## src/rtl/mem_requester.sv

```systemverilog
// mem_requester
// Memory-side initiator for the 13-bit CPU. Arbitrates between instruction
// fetch and load/store requests, drives the main memory strobes, waits for
// mem_done (or a timeout) and returns data/completion to the granted source.
//
// Parameters:
//   TIMEOUT            WAIT cycles without mem_done before abort (1..255)
// Ports:
//   clk, reset         clock, synchronous active-high reset
//   i_fetch_req/addr   fetch request (level) and instruction address
//   o_fetch_ready/data one-cycle completion pulse and fetched word
//   i_ls_req/we/addr/wdata  load/store request (level), store flag, address, data
//   o_ls_ready/rdata   one-cycle completion pulse and load data (0 for stores)
//   o_err, o_err_count timeout pulse (with ready) and saturating timeout count
//   o_mem_*            memory address, write data and write/read/instruction strobes
//   i_mem_rdata/done   memory read data and completion flag
module mem_requester #(
    parameter int TIMEOUT = 15
) (
    input  logic        clk,
    input  logic        reset,
    input  logic        i_fetch_req,
    input  logic [12:0] i_fetch_addr,
    output logic        o_fetch_ready,
    output logic [12:0] o_fetch_data,
    input  logic        i_ls_req,
    input  logic        i_ls_we,
    input  logic [12:0] i_ls_addr,
    input  logic [12:0] i_ls_wdata,
    output logic        o_ls_ready,
    output logic [12:0] o_ls_rdata,
    output logic        o_err,
    output logic [7:0]  o_err_count,
    output logic [12:0] o_mem_address,
    output logic [12:0] o_mem_wdata,
    input  logic [12:0] i_mem_rdata,
    output logic        o_mem_write,
    output logic        o_mem_read,
    output logic        o_mem_instruction,
    input  logic        i_mem_done
);

    typedef enum logic [1:0] {S_IDLE, S_WAIT, S_RESP} state_t;

    state_t      r_state;
    logic        r_last_ls;   // 1: last grant went to load/store
    logic        r_is_ls;     // current transaction belongs to load/store
    logic        r_we;        // current transaction is a store
    logic [7:0]  r_cnt;

    logic        w_grant_ls;
    logic        w_expired;
    logic [12:0] w_resp_data;

    // On a conflict the source that did not win last time gets the grant.
    assign w_grant_ls  = i_ls_req & (~i_fetch_req | ~r_last_ls);
    assign w_expired   = (r_cnt == 8'(TIMEOUT - 1));
    // Stores and aborted transactions return zero.
    assign w_resp_data = (i_mem_done && !r_we) ? i_mem_rdata : 13'd0;

    always_ff @(posedge clk) begin
        if (reset) begin
            r_state           <= S_IDLE;
            r_last_ls         <= 1'b0;
            r_is_ls           <= 1'b0;
            r_we              <= 1'b0;
            r_cnt             <= 8'd0;
            o_fetch_ready     <= 1'b0;
            o_fetch_data      <= 13'd0;
            o_ls_ready        <= 1'b0;
            o_ls_rdata        <= 13'd0;
            o_err             <= 1'b0;
            o_err_count       <= 8'd0;
            o_mem_address     <= 13'd0;
            o_mem_wdata       <= 13'd0;
            o_mem_write       <= 1'b0;
            o_mem_read        <= 1'b0;
            o_mem_instruction <= 1'b0;
        end else begin
            // Ready/err are single-cycle pulses; they are raised only on
            // the WAIT->RESP transition below.
            o_fetch_ready <= 1'b0;
            o_ls_ready    <= 1'b0;
            o_err         <= 1'b0;

            case (r_state)
                S_IDLE: begin
                    if (i_fetch_req || i_ls_req) begin
                        r_state   <= S_WAIT;
                        r_cnt     <= 8'd0;
                        r_is_ls   <= w_grant_ls;
                        r_last_ls <= w_grant_ls;
                        if (w_grant_ls) begin
                            o_mem_address     <= i_ls_addr;
                            o_mem_wdata       <= i_ls_we ? i_ls_wdata : 13'd0;
                            r_we              <= i_ls_we;
                            o_mem_write       <= i_ls_we;
                            o_mem_read        <= ~i_ls_we;
                            o_mem_instruction <= 1'b0;
                        end else begin
                            o_mem_address     <= i_fetch_addr;
                            o_mem_wdata       <= 13'd0;
                            r_we              <= 1'b0;
                            o_mem_write       <= 1'b0;
                            o_mem_read        <= 1'b1;
                            o_mem_instruction <= 1'b1;
                        end
                    end
                end

                S_WAIT: begin
                    if (i_mem_done || w_expired) begin
                        r_state           <= S_RESP;
                        o_mem_write       <= 1'b0;
                        o_mem_read        <= 1'b0;
                        o_mem_instruction <= 1'b0;
                        if (r_is_ls) begin
                            o_ls_ready <= 1'b1;
                            o_ls_rdata <= w_resp_data;
                        end else begin
                            o_fetch_ready <= 1'b1;
                            o_fetch_data  <= w_resp_data;
                        end
                        if (!i_mem_done) begin
                            o_err <= 1'b1;
                            if (o_err_count != 8'hFF)
                                o_err_count <= o_err_count + 8'd1;
                        end
                    end else begin
                        r_cnt <= r_cnt + 8'd1;
                    end
                end

                S_RESP: r_state <= S_IDLE;

                default: r_state <= S_IDLE;
            endcase
        end
    end

endmodule

```

## config.mk

```make
export PLATFORM = sky130hd
export DESIGN_NAME = mem_requester
export DESIGN_NICKNAME = d
export VERILOG_FILES = /design/src/rtl/mem_requester.sv
export SDC_FILE = /design/constraint.sdc
export NUM_CORES = 1
export LEC_CHECK = 0
export BUFFER_PORTS_ARGS = -buffer_cell sky130_fd_sc_hd__buf_2
export CORE_AREA = 2 2 68 119
export CTS_CLUSTER_SIZE = 28
export DETAILED_ROUTE_END_ITERATION = 16
export DIE_AREA = 0 0 70 121
export PLACE_DENSITY = 0.74
export RECOVER_POWER = 25
export SYNTH_ARGS = -nofsm -noshare
export SYNTH_HDL_FRONTEND = slang
export SYNTH_SLANG_ARGS = --single-unit
```

## constraint.sdc

```tcl
create_clock -name clk -period 1.64 [get_ports clk]
set_input_delay 0 -clock clk [delete_from_list [all_inputs] [get_ports clk]]
set_output_delay 0 -clock clk [all_outputs]
set_load 0.02 [all_outputs]
```

==> summary.txt, run 1 <==
Clock network
  • Clock Tree Buf Depth: 2
  • # clock sinks: 78
  • CTS root buf: clkbuf_16
  • CTS tree: built
  • TritonCTS buffer count: 9
  • Max H-tree Level: 3
  • Clock latency on the worst-skew pair: 0.33 ns
  • Clock-pin slew of the registers on the worst-case setup and hold paths: 0.06 ns

Timing
  • Setup TNS: -0.235 ns
  • Slew Limit Headroom: 55.3%
  • Final setup margin: -0.0502 ns
  • Period utilization: 103%
  • Crit path time final: 1.69 ns
  • Setup violators final: 9
  • Final hold violations: 0
  • Worst-Margin Slew: 0.669 ns
  • Max Freq: 0.592 GHz
  • RSZ-0062 raised after global routing: yes
  • Clock Skew: 0.00437 ns
  • Max-slew violation count: 0

Setup path
  • WS Path Type: reg -> reg
  • R2r setup slk: -0.05 ns
  • CP delay by family, top: simple AND/OR/NAND/NOR gates
  • CP Capture Type: register
  • Max FO, Critical Path: 6
  • Startpoint Class: register
  • Reg2reg path depth: 7
  • Crit Reg-Reg Endpoint: r_cnt[5]
  • Max stage delay on crit path: 0.50 ns
  • WP data arrival: 1.91 ns
  • Critical path buffer and inverter count: 2
  • CP max-delay cell: or4b_4
  • Worst EP required: 1.86 ns
  • RR Startpoint: r_cnt[0]
  • Critical path cell sequence: inv_2, ha_4, or4b_4, o21ai_4, buf_6, o41ai_1, o21a_1

Pwr
  • Comb pwr share: 15.2%
  • Internal: 3.65 mW
  • Pwr dens: 995 nW/µm²
  • Peak supply drop: 720 µV
  • Switching power share of the total: 24.8%
  • Clock power frac: 43.0%
  • Sw Pwr: 1.21 mW
  • Sequential share of power: 41.8%
  • Leak: 2.00 nW

Drt
  • Antenna-violating nets left: 0
  • WL per Instance: 15.4 µm
  • Via count: 3504
  • Starting DRT DRC Count: 269
  • First-pass DRT Iterations: 7
  • Post-Route WL: 9680 µm
  • Residual DRC: 0
  • Vias per cell: 5.58

Global route
  • First-pass GRT wire length: 15200 µm
  • Total GRT Usage: 22.0%
  • Initial antenna violation count: 0
  • Congestion Overflow GR: 0
  • Number of global-route vias before repair: 3420
  • Pin count of the biggest net entering global routing: 36

Yosys
  • Sequential-to-total area share from yosys stat: 48.2%
  • Post-synth EDFFs: 0
  • Synth unique cells: 47
  • Post-Syn Area: 3240 µm²
  • Post-Syn Area per Cell: 8.80 µm²
  • Prevailing post-synth register cell: dfxtp_1
  • Syn Inst Count: 368
  • Syn Nets: 429
  • Synthesis warning total: 0
  • Asr flop ratio synth: 0%
  • Seq cells post-synth: 78

Hold path
  • Worst Hold Launch: i_fetch_addr[0]
  • Worst Hold Class: in -> reg
  • WHS Endpoint: o_mem_address[0]
  • Hold Crit Depth: 3

Floorplanning
  • Die Y: 121 µm
  • Die Area: 8470 µm²
  • Core ar.: 7460 µm²
  • Boundary pin count: 124
  • Die width: 70 µm
  • Core Rows: 42
  • Starting Density: 43.4%

Layout
  • Ant diodes: 0
  • Layout cell share with drive strength beyond 1: 34.1%
  • P&R area growth vs syn: 50.9%
  • NumNets Final: 596
  • Final core utilization: 65.5%

Outcome
  • Failing checks: negative setup slack
  • Status: finished, violations left

Placement
  • Final RePlAce weighted congestion: 0.807
  • PortBufs: 123
  • Detailed Place HPWL: 6200 µm

Job
  • Max-cap violations: 0
metrics by stage:
stage               instance area (µm²)  setup WS [ns]  hold slack [ns]  cells  total power [mW]
floorplan                          3250       -0.00306            0.148    368              2.45
global placement                   4090        -0.0473            0.233    576              2.71
detailed placement                 4090        -0.0948            0.246    576              2.72
CTS                                4730        -0.0228         0.000363    622              4.87
global route                       4890         -0.143           0.0224    628              5.06
finish                             4890        -0.0502          0.00747    628              4.86
Yosys cell counts (3+ instances only):
library cell  instances  share of area [%]
a21oi_1              41                6.3
inv_1                 3               0.35
buf_2                 4               0.62
a31oi_1               3               0.58
clkbuf_1             22                2.5
nor3_1                3               0.46
or3_1                 4               0.77
mux2i_1              14                4.3
or4_1                 3               0.70
o21ai_0              30                4.6
o211ai_1              3               0.70
nor2_1               40                4.6
a211oi_1             13                3.0
nand2_1              13                1.5
nand2b_1              3               0.58
dfxtp_1              78                 48
ha_1                  3                1.2
nand3_1              37                5.7
a22oi_1              13                3.0
and3_1                3               0.58
worst min-delay path: stages:
cell and delay, ns:
buf_2 0.09, mux2i_1 0.11, a211oi_1 0.08
layer usage:
layer  GRT usage, %  vias up  part of all wire [%]
li1               -     1690                     -
met1           22.6     1640                    37
met2           41.7      147                    55
met3           4.24       27                   4.7
met4           10.6        0                   2.6
met5              0        -                     0
power by group through the flow:
stage                     Sequential [mW]  Clock, mW  Combinational, mW
after global placement               2.07          0              0.640
after detailed placement             2.07          0              0.655
after global routing                 2.04       2.21              0.802
final                                2.03       2.09              0.737
after CTS                            2.03       2.13              0.717
after floorplan                      2.16          0              0.291
cell type report:
cell class | count | area, µm²
clock buffers | 12 | 246
inverters | 3 | 11.3
clock inverters | 4 | 70.1
fillers | 601 | 2570
well taps | 88 | 110
flip-flops and latches | 78 | 1560
repair buffers | 183 | 1140
multi-input cells | 260 | 1740
flip-flops by register name, summed over array words and instances (netlist names), 2 cells and up:
signal         cells
r_state            2
o_ls_rdata        13
r_cnt              8
o_mem_wdata       13
o_fetch_data      13
o_err_count        8
o_mem_address     13
layout by cell type, fill, tap and decap left out, types with 3 or more instances in the layout:
cell	Yosys	layout
a211oi_1	13	13
a21oi_1	41	35
a21oi_2	0	5
a22oi_1	13	13
a31oi_1	3	3
and3_1	3	3
buf_12	0	3
buf_2	4	95
buf_4	1	28
clkbuf_1	22	30
clkbuf_16	0	9
dfxtp_1	78	76
dlygate4sd3_1	0	28
mux2i_1	14	14
nand2_1	13	13
nand3_1	37	37
nor2_1	40	37
o211ai_1	3	3
o21ai_0	30	6
o21ai_1	1	16
o21ai_2	0	8
or3_1	4	4
repair_timing:
action / in CTS / in global routing
endpoints found under the hold margin: 40 / 0
pin swaps: 4 / 7
cloned: 1 / 1
buffers inserted: 1 / 5
resized for setup: 8 / 56
setup endpoints to repair: 12 / 52
hold buffers: 28 / 0
logic make-up after synthesis:
logic type	share of synthesized area, %
muxes	4.33
buffers and inverters	3.90
DFF	48.2
AOI/OAI and AO/OA	22.0
and+or+nand+nor	20.4
adders and majority gates	1.16
worst max-delay path by stage:
stage / start / to / slack, ns / cells after the start
floorplan: r_cnt[0] / o_err_count[5] / -0.003 / 6
global placement: r_cnt[0] / o_err_count[5] / -0.05 / 6
detailed placement: r_cnt[0] / o_err_count[5] / -0.09 / 6
CTS: r_cnt[0] / r_cnt[5] / -0.02 / 7
global route: r_cnt[0] / o_err_count[5] / -0.14 / 7
finish: r_cnt[0] / r_cnt[5] / -0.05 / 7
Power figures use the tool's default switching activity.
==> run 2: changes to the inputs <==
--- a/config.mk
+++ b/config.mk
@@ -15,3 +15,4 @@
 export SYNTH_ARGS = -nofsm -noshare
 export SYNTH_HDL_FRONTEND = slang
 export SYNTH_SLANG_ARGS = --single-unit
+export TNS_END_PERCENT = 1
==> run 2 against run 1 <==
Effect of this change:
- the flow still finishes with violations (negative setup slack)
- maximum frequency shrank 1.1%
- count of clock-buffer cells in the layout shrank 1
- die area is the same
- clock power grew 8%
- critical endpoint is now o_err_count[5]
- worst setup slack lost 0.019 ns
- non-clock buffer count shrank 3
- largest cell class unchanged
- utilization shrank 1.6 points
- cell area shrank 2.4%
- global-route usage shrank 0.52 points
- highest routed layer unchanged
- clock skew grew 0.0034 ns
- via count grew 0.34%
==> summary.txt, run 2 (synthesized netlist as in run 1, its figures left out) <==
Floorplanning
  • Boundary pin count: 124 (unchanged)
  • Starting Density: 43.4% (unchanged)
  • Die Y: 121 µm (unchanged)
  • Die Area: 8470 µm² (unchanged)
  • Core Rows: 42 (unchanged)
  • Core ar.: 7460 µm² (unchanged)
  • Die width: 70 µm (unchanged)

Placement
  • PortBufs: 123 (unchanged)
  • Detailed Place HPWL: 6160 µm (-0.54%)
  • Placed insts: 577 (+0.17%)
  • Final RePlAce weighted congestion: 0.848 (+5.1%)

Pwr
  • Switching power share of the total: 24.6% (-0.23 points)
  • Leak: 1.98 nW (-0.80%)
  • Internal: 3.77 mW (+3.2%)
  • Clock power frac: 45.0% (+2.0 points)
  • Sw Pwr: 1.23 mW (+1.9%)
  • Peak supply drop: 707 µV (-1.8%)
  • Sequential share of power: 40.6% (-1.2 points)
  • Pwr dens: 1050 nW/µm² (+5.5%)
  • Comb pwr share: 14.3% (-0.9 points)

Setup path
  • CP Capture Type: register
  • WP data arrival: 1.97 ns (+0.06 ns)
  • R2r setup slk: -0.07 ns (-0.02 ns)
  • Critical path cell sequence: inv_2, ha_4, nor4b_4, nand3_4, or4b_1, a21oi_1
  • Worst EP required: 1.90 ns (+0.04 ns)
  • WS Path Type: reg -> reg
  • Max stage delay on crit path: 0.52 ns (+0.02 ns)
  • CP max-delay cell: or4b_1
  • Startpoint Class: register
  • Max FO, Critical Path: 7 (+1)

Timing
  • Period utilization: 104% (+1.2 points)
  • Final setup margin: -0.0696 ns (-0.0195 ns)
  • Clock Skew: 0.00778 ns (+0.00341 ns)
  • Setup violators final: 7 (-2)
  • Slew Limit Headroom: 75.9% (+21 points)
  • RSZ-0062 raised after global routing: yes
  • Worst-Margin Slew: 0.361 ns (-0.309 ns)
  • Final hold violations: 0 (unchanged)
  • Max Freq: 0.585 GHz (-1.1%)
  • Max-slew violation count: 0 (unchanged)
  • Crit path time final: 1.71 ns (+0.0195 ns)

Drt
  • Vias per cell: 5.63 (+0.99%)
  • WL per Instance: 15.1 µm (-1.9%)
  • Post-Route WL: 9430 µm (-2.5%)
  • Antenna-violating nets left: 0 (unchanged)
  • Starting DRT DRC Count: 241 (-10%)
  • Residual DRC: 0 (unchanged)
  • Via count: 3516 (+0.34%)
  • First-pass DRT Iterations: 6 (-1)

Global route
  • First-pass GRT wire length: 14800 µm (-2.2%)
  • Grt met2 use: 39.8% (-1.9 points)
  • Global route hottest layer: met2
  • Pin count of the biggest net entering global routing: 44 (+22%)
  • Number of global-route vias before repair: 3316 (-3.0%)
  • M1 GR Usage: 22.8% (+0.21 points)
  • Initial antenna violation count: 0 (unchanged)
  • Congestion Overflow GR: 0 (unchanged)
  • Total GRT Usage: 21.5% (-0.52 points)
  • Met3 usage: 3.07% (-1.2 points)

Clock network
  • Clock Tree Buf Depth: 2 (unchanged)
  • Clock-pin slew of the registers on the worst-case setup and hold paths: 0.06 ns (about the same)
  • CTS root buf: clkbuf_16
  • Max H-tree Level: 3 (unchanged)
  • TritonCTS buffer count: 9 (unchanged)
  • # clock sinks: 78 (unchanged)
  • Clock latency on the worst-skew pair: 0.33 ns (about the same)
  • CTS tree: built

Layout
  • Layout cell share with drive strength beyond 1: 31.7% (-2.4 points)
  • NumNets Final: 592 (-0.67%)
  • P&R area growth vs syn: 47.2%
  • Commonest cells after routing, fill and taps aside: buf_2 (99), dfxtp_1 (75), a21oi_1 (39)
  • Ant diodes: 0 (unchanged)
  • Final cell count without fillers: 624 (-0.64%)
  • Most common cell after layout, fill and taps aside: buf_2
  • Final core utilization: 63.9% (-1.6 points)

Job
  • Max-cap violations: 0 (unchanged)

Outcome
  • Status: finished, violations left
  • Failing checks: negative setup slack

Hold path
  • Worst Hold Class: in -> reg
[run 2: per-stage QoR]
step / worst slack, ns / TNS, ns / hold slack [ns] / cell area (µm²) / power, mW
CTS: -0.0683 / -0.285 / 0.00131 / 4740 / 5.03
finish: -0.0696 / -0.222 / 0.00841 / 4770 / 5.00
global route: -0.167 / -3.92 / 0.0143 / 4770 / 5.20
floorplan: -0.0382 / -0.113 / 0.148 / 3240 / 2.45
global placement: -0.0603 / -0.250 / 0.235 / 4070 / 2.70
detailed placement: -0.108 / -0.799 / 0.246 / 4070 / 2.72
[run 2: repair_timing]
action	CTS	global route
setup buffers	2	1
endpoints found under the setup margin	30	60
cloned	1	0
hold buffers	27	0
endpoints found under the hold margin	40	0
pin swaps	9	3
gates resized for setup	10	17
[run 2: layout make-up]
class,instances,area [µm²]
clock inverter,5,106
sequential,78,1570
tap,88,110
fill,627,2690
inverter,3,11.3
clock buffer,11,233
timing repair buffer,180,1110
multi-input combinational,259,1630
[run 2: worst max-delay path: cells and delay by family (launching register included)]
kind | cells | cell delay, ns
adder cells (fa/ha/maj) | 1 | 0.12
buffers and inverters | 1 | 0.07
AND/OR/NAND/NOR | 3 | 0.99
flip-flops | 1 | 0.32
AO/OA/AOI/OAI | 1 | 0.13
[run 2: power groups by stage]
| stage | clock network [mW] | logic [mW] | registers, mW |
|---|---|---|---|
| 3_5_place_dp | 0 | 0.652 | 2.07 |
| 6_report | 2.25 | 0.718 | 2.03 |
| 5_1_grt | 2.38 | 0.779 | 2.04 |
| 3_3_place_gp | 0 | 0.639 | 2.06 |
| 4_1_cts | 2.29 | 0.712 | 2.03 |
| 2_1_floorplan | 0 | 0.290 | 2.16 |
[run 2: routing by layer]
metal | vias to the layer above | part of all wire, %
li1 | 1684 | -
met1 | 1658 | 38
met5 | - | 0
met2 | 144 | 53
met4 | 0 | 3.5
met3 | 30 | 5.3
[run 2: final timing paths]
path | from | endpoint | cells past startpoint
worst min register to register | o_ls_rdata[5] | o_ls_rdata[5] | 2
worst max register to register | r_cnt[0] | o_err_count[5] | 6
worst max-delay path | r_cnt[0] | o_err_count[5] | 6
worst min-delay path | i_fetch_addr[12] | o_mem_address[12] | 3
==> run 3: changes to the inputs <==
--- a/config.mk
+++ b/config.mk
@@ -10,7 +10,7 @@
 export CTS_CLUSTER_SIZE = 28
 export DETAILED_ROUTE_END_ITERATION = 16
 export DIE_AREA = 0 0 70 121
-export PLACE_DENSITY = 0.74
+export PLACE_DENSITY = 0.8
 export RECOVER_POWER = 25
 export SYNTH_ARGS = -nofsm -noshare
 export SYNTH_HDL_FRONTEND = slang
==> run 3 against run 2 <==
Effect of this change:
- the run still ends with negative setup slack left
- cell area fell by 0.50%
- final cell count rose by 0.16%
- sequential share of layout area rose by 0.16 points
- register-to-register slack barely moved
- count of clock-buffer cells in the layout fell by 2
- utilization fell by 0.32 points
- clock skew fell by 0.00075 ns
- combinational power rose by 2%
- power fell by 3.0%
- largest cell class unchanged
- largest power group unchanged
==> summary.txt, run 3 (synthesized netlist as in run 1, its figures left out) <==
Floorplanning
  • Starting Density: 43.4% (unchanged)
  • Die width: 70 µm (unchanged)
  • Boundary pin count: 124 (unchanged)
  • Die Area: 8470 µm² (unchanged)
  • Die Y: 121 µm (unchanged)
  • Core ar.: 7460 µm² (unchanged)
  • Core Rows: 42 (unchanged)

Clock network
  • Clock latency on the worst-skew pair: 0.34 ns (about the same)
  • TritonCTS buffer count: 9 (unchanged)
  • CTS root buf: clkbuf_16
  • Max H-tree Level: 3 (unchanged)
  • # clock sinks: 78 (unchanged)
  • CTS tree: built
  • Clock-pin slew of the registers on the worst-case setup and hold paths: 0.06 ns (about the same)
  • Clock Tree Buf Depth: 2 (unchanged)

Timing
  • Crit path time final: 1.72 ns (+0.00730 ns)
  • Clock Skew: 0.00703 ns (-0.000750 ns)
  • Setup violators final: 9 (+2)
  • Worst-Margin Slew: 0.497 ns (+0.137 ns)
  • RSZ-0062 raised after global routing: yes
  • Period utilization: 105% (+0.44 points)
  • Slew Limit Headroom: 66.8% (-9.0 points)
  • Final setup margin: -0.0769 ns (-0.00730 ns)
  • Final hold violations: 0 (unchanged)
  • Max-slew violation count: 0 (unchanged)
  • Max Freq: 0.582 GHz (-0.43%)
  • Setup TNS: -0.394 ns (-0.172 ns)

Layout
  • Ant diodes: 0 (unchanged)
  • Fin area: 4740 µm² (-0.50%)
  • Layout cell share with drive strength beyond 1: 30.7% (-0.99 points)
  • Commonest cells after routing, fill and taps aside: buf_2 (100), dfxtp_1 (75), a21oi_1 (41)
  • NumNets Final: 594 (+0.34%)
  • Most common cell after layout, fill and taps aside: buf_2
  • P&R area growth vs syn: 46.5%
  • Final core utilization: 63.6% (-0.32 points)
  • Fillers: 599 (-4.5%)

Outcome
  • Failing checks: negative setup slack
  • Status: finished, violations left

Drt
  • Post-Route WL: 10000 µm (+6.0%)
  • WL per Instance: 16.0 µm (+5.9%)
  • Via count: 3547 (+0.88%)
  • Vias per cell: 5.68 (+0.72%)
  • First-pass DRT Iterations: 5 (-1)
  • Antenna-violating nets left: 0 (unchanged)
  • Starting DRT DRC Count: 308 (+28%)
  • Residual DRC: 0 (unchanged)

Setup path
  • Worst EP required: 1.86 ns (-0.04 ns)
  • WP data arrival: 1.94 ns (-0.03 ns)
  • Max FO, Critical Path: 6 (-1)
  • R2r setup slk: -0.08 ns (about the same)
  • CP Capture Type: register
  • Startpoint Class: register
  • WS Path Type: reg -> reg

Pwr
  • Pwr dens: 1020 nW/µm² (-2.5%)
  • Peak supply drop: 560 µV (-21%)
  • Total Power: 4.85 mW (-3.0%)
  • Leak: 1.97 nW (-0.23%)

Placement
  • Detailed Place HPWL: 6380 µm (+3.6%)
  • Final RePlAce weighted congestion: 0.802 (-5.5%)
  • Area after DPL: 4060 µm² (-0.37%)
  • PortBufs: 123 (unchanged)

Global route
  • Initial antenna violation count: 0 (unchanged)
  • Total GRT Usage: 23.6% (+2.1 points)
  • Congestion Overflow GR: 0 (unchanged)
  • Pin count of the biggest net entering global routing: 37 (-16%)
  • Number of global-route vias before repair: 3578 (+7.9%)
  • First-pass GRT wire length: 16000 µm (+7.6%)

Job
  • Max-cap violations: 0 (unchanged)

Hold path
  • Worst Hold Class: in -> reg
-- run 3: power by group --
group | total (mW) | internal, mW | leakage [nW] | switching (mW)
combinational | 0.730 | 0.295 | 1.18 | 0.435
sequential | 2.03 | 1.98 | 0.636 | 0.0500
clock | 2.09 | 1.32 | 0.155 | 0.766
-- run 3: final timing paths --
kind	depth (start not counted)	from	endpoint
worst min-delay path	3	i_fetch_addr[1]	o_mem_address[1]
worst max-delay path	7	r_cnt[0]	r_cnt[5]
worst max register to register	7	r_cnt[0]	r_cnt[5]
worst min register to register	2	o_fetch_data[5]	o_fetch_data[5]
-- run 3: layout make-up --
cell class | instances | area [µm²] | area share, %
clock buffer | 9 | 225 | 4.75
timing repair buffer | 181 | 1120 | 23.7
clock inverter | 6 | 87.6 | 1.85
tap | 88 | 110 | 2.32
inverter | 3 | 11.3 | 0.237
multi-input combinational | 260 | 1620 | 34.2
sequential | 78 | 1570 | 33.0
-- run 3: metrics by stage --
step           setup slack [ns]  instances  hold slack, ns
2_1_floorplan           -0.0382        368           0.148
3_3_place_gp            -0.0487        575           0.232
3_5_place_dp             -0.151        575           0.248
4_1_cts                 -0.0397        625         0.00103
5_1_grt                  -0.122        625          0.0199
6_report                -0.0769        625         0.00478
-- run 3: routing by layer --
metal	up-vias	wire length (µm)	track usage (%)
met5	-	0	0
met4	0	535	16.5
met3	49	553	5.56
met2	164	5300	42.7
met1	1649	3610	23.2
li1	1685	-	-
-- run 3: what timing repair did --
item	4_1_cts	5_1_grt
pin swaps	8	2
setup buffers	4	0
hold buffers	29	0
endpoints found under the hold margin	42	0
gates cloned	2	0
gates resized for setup	10	17
setup endpoints to repair	42	47
-- run 3: worst max-delay path, cell delays in order, from the launching register on --
cell and delay [ns]:
dfxtp_2 0.32, inv_2 0.07, ha_4 0.14, or4b_4 0.50, o21ai_4 0.18, buf_6 0.15
o41ai_1 0.08, o21a_1 0.17
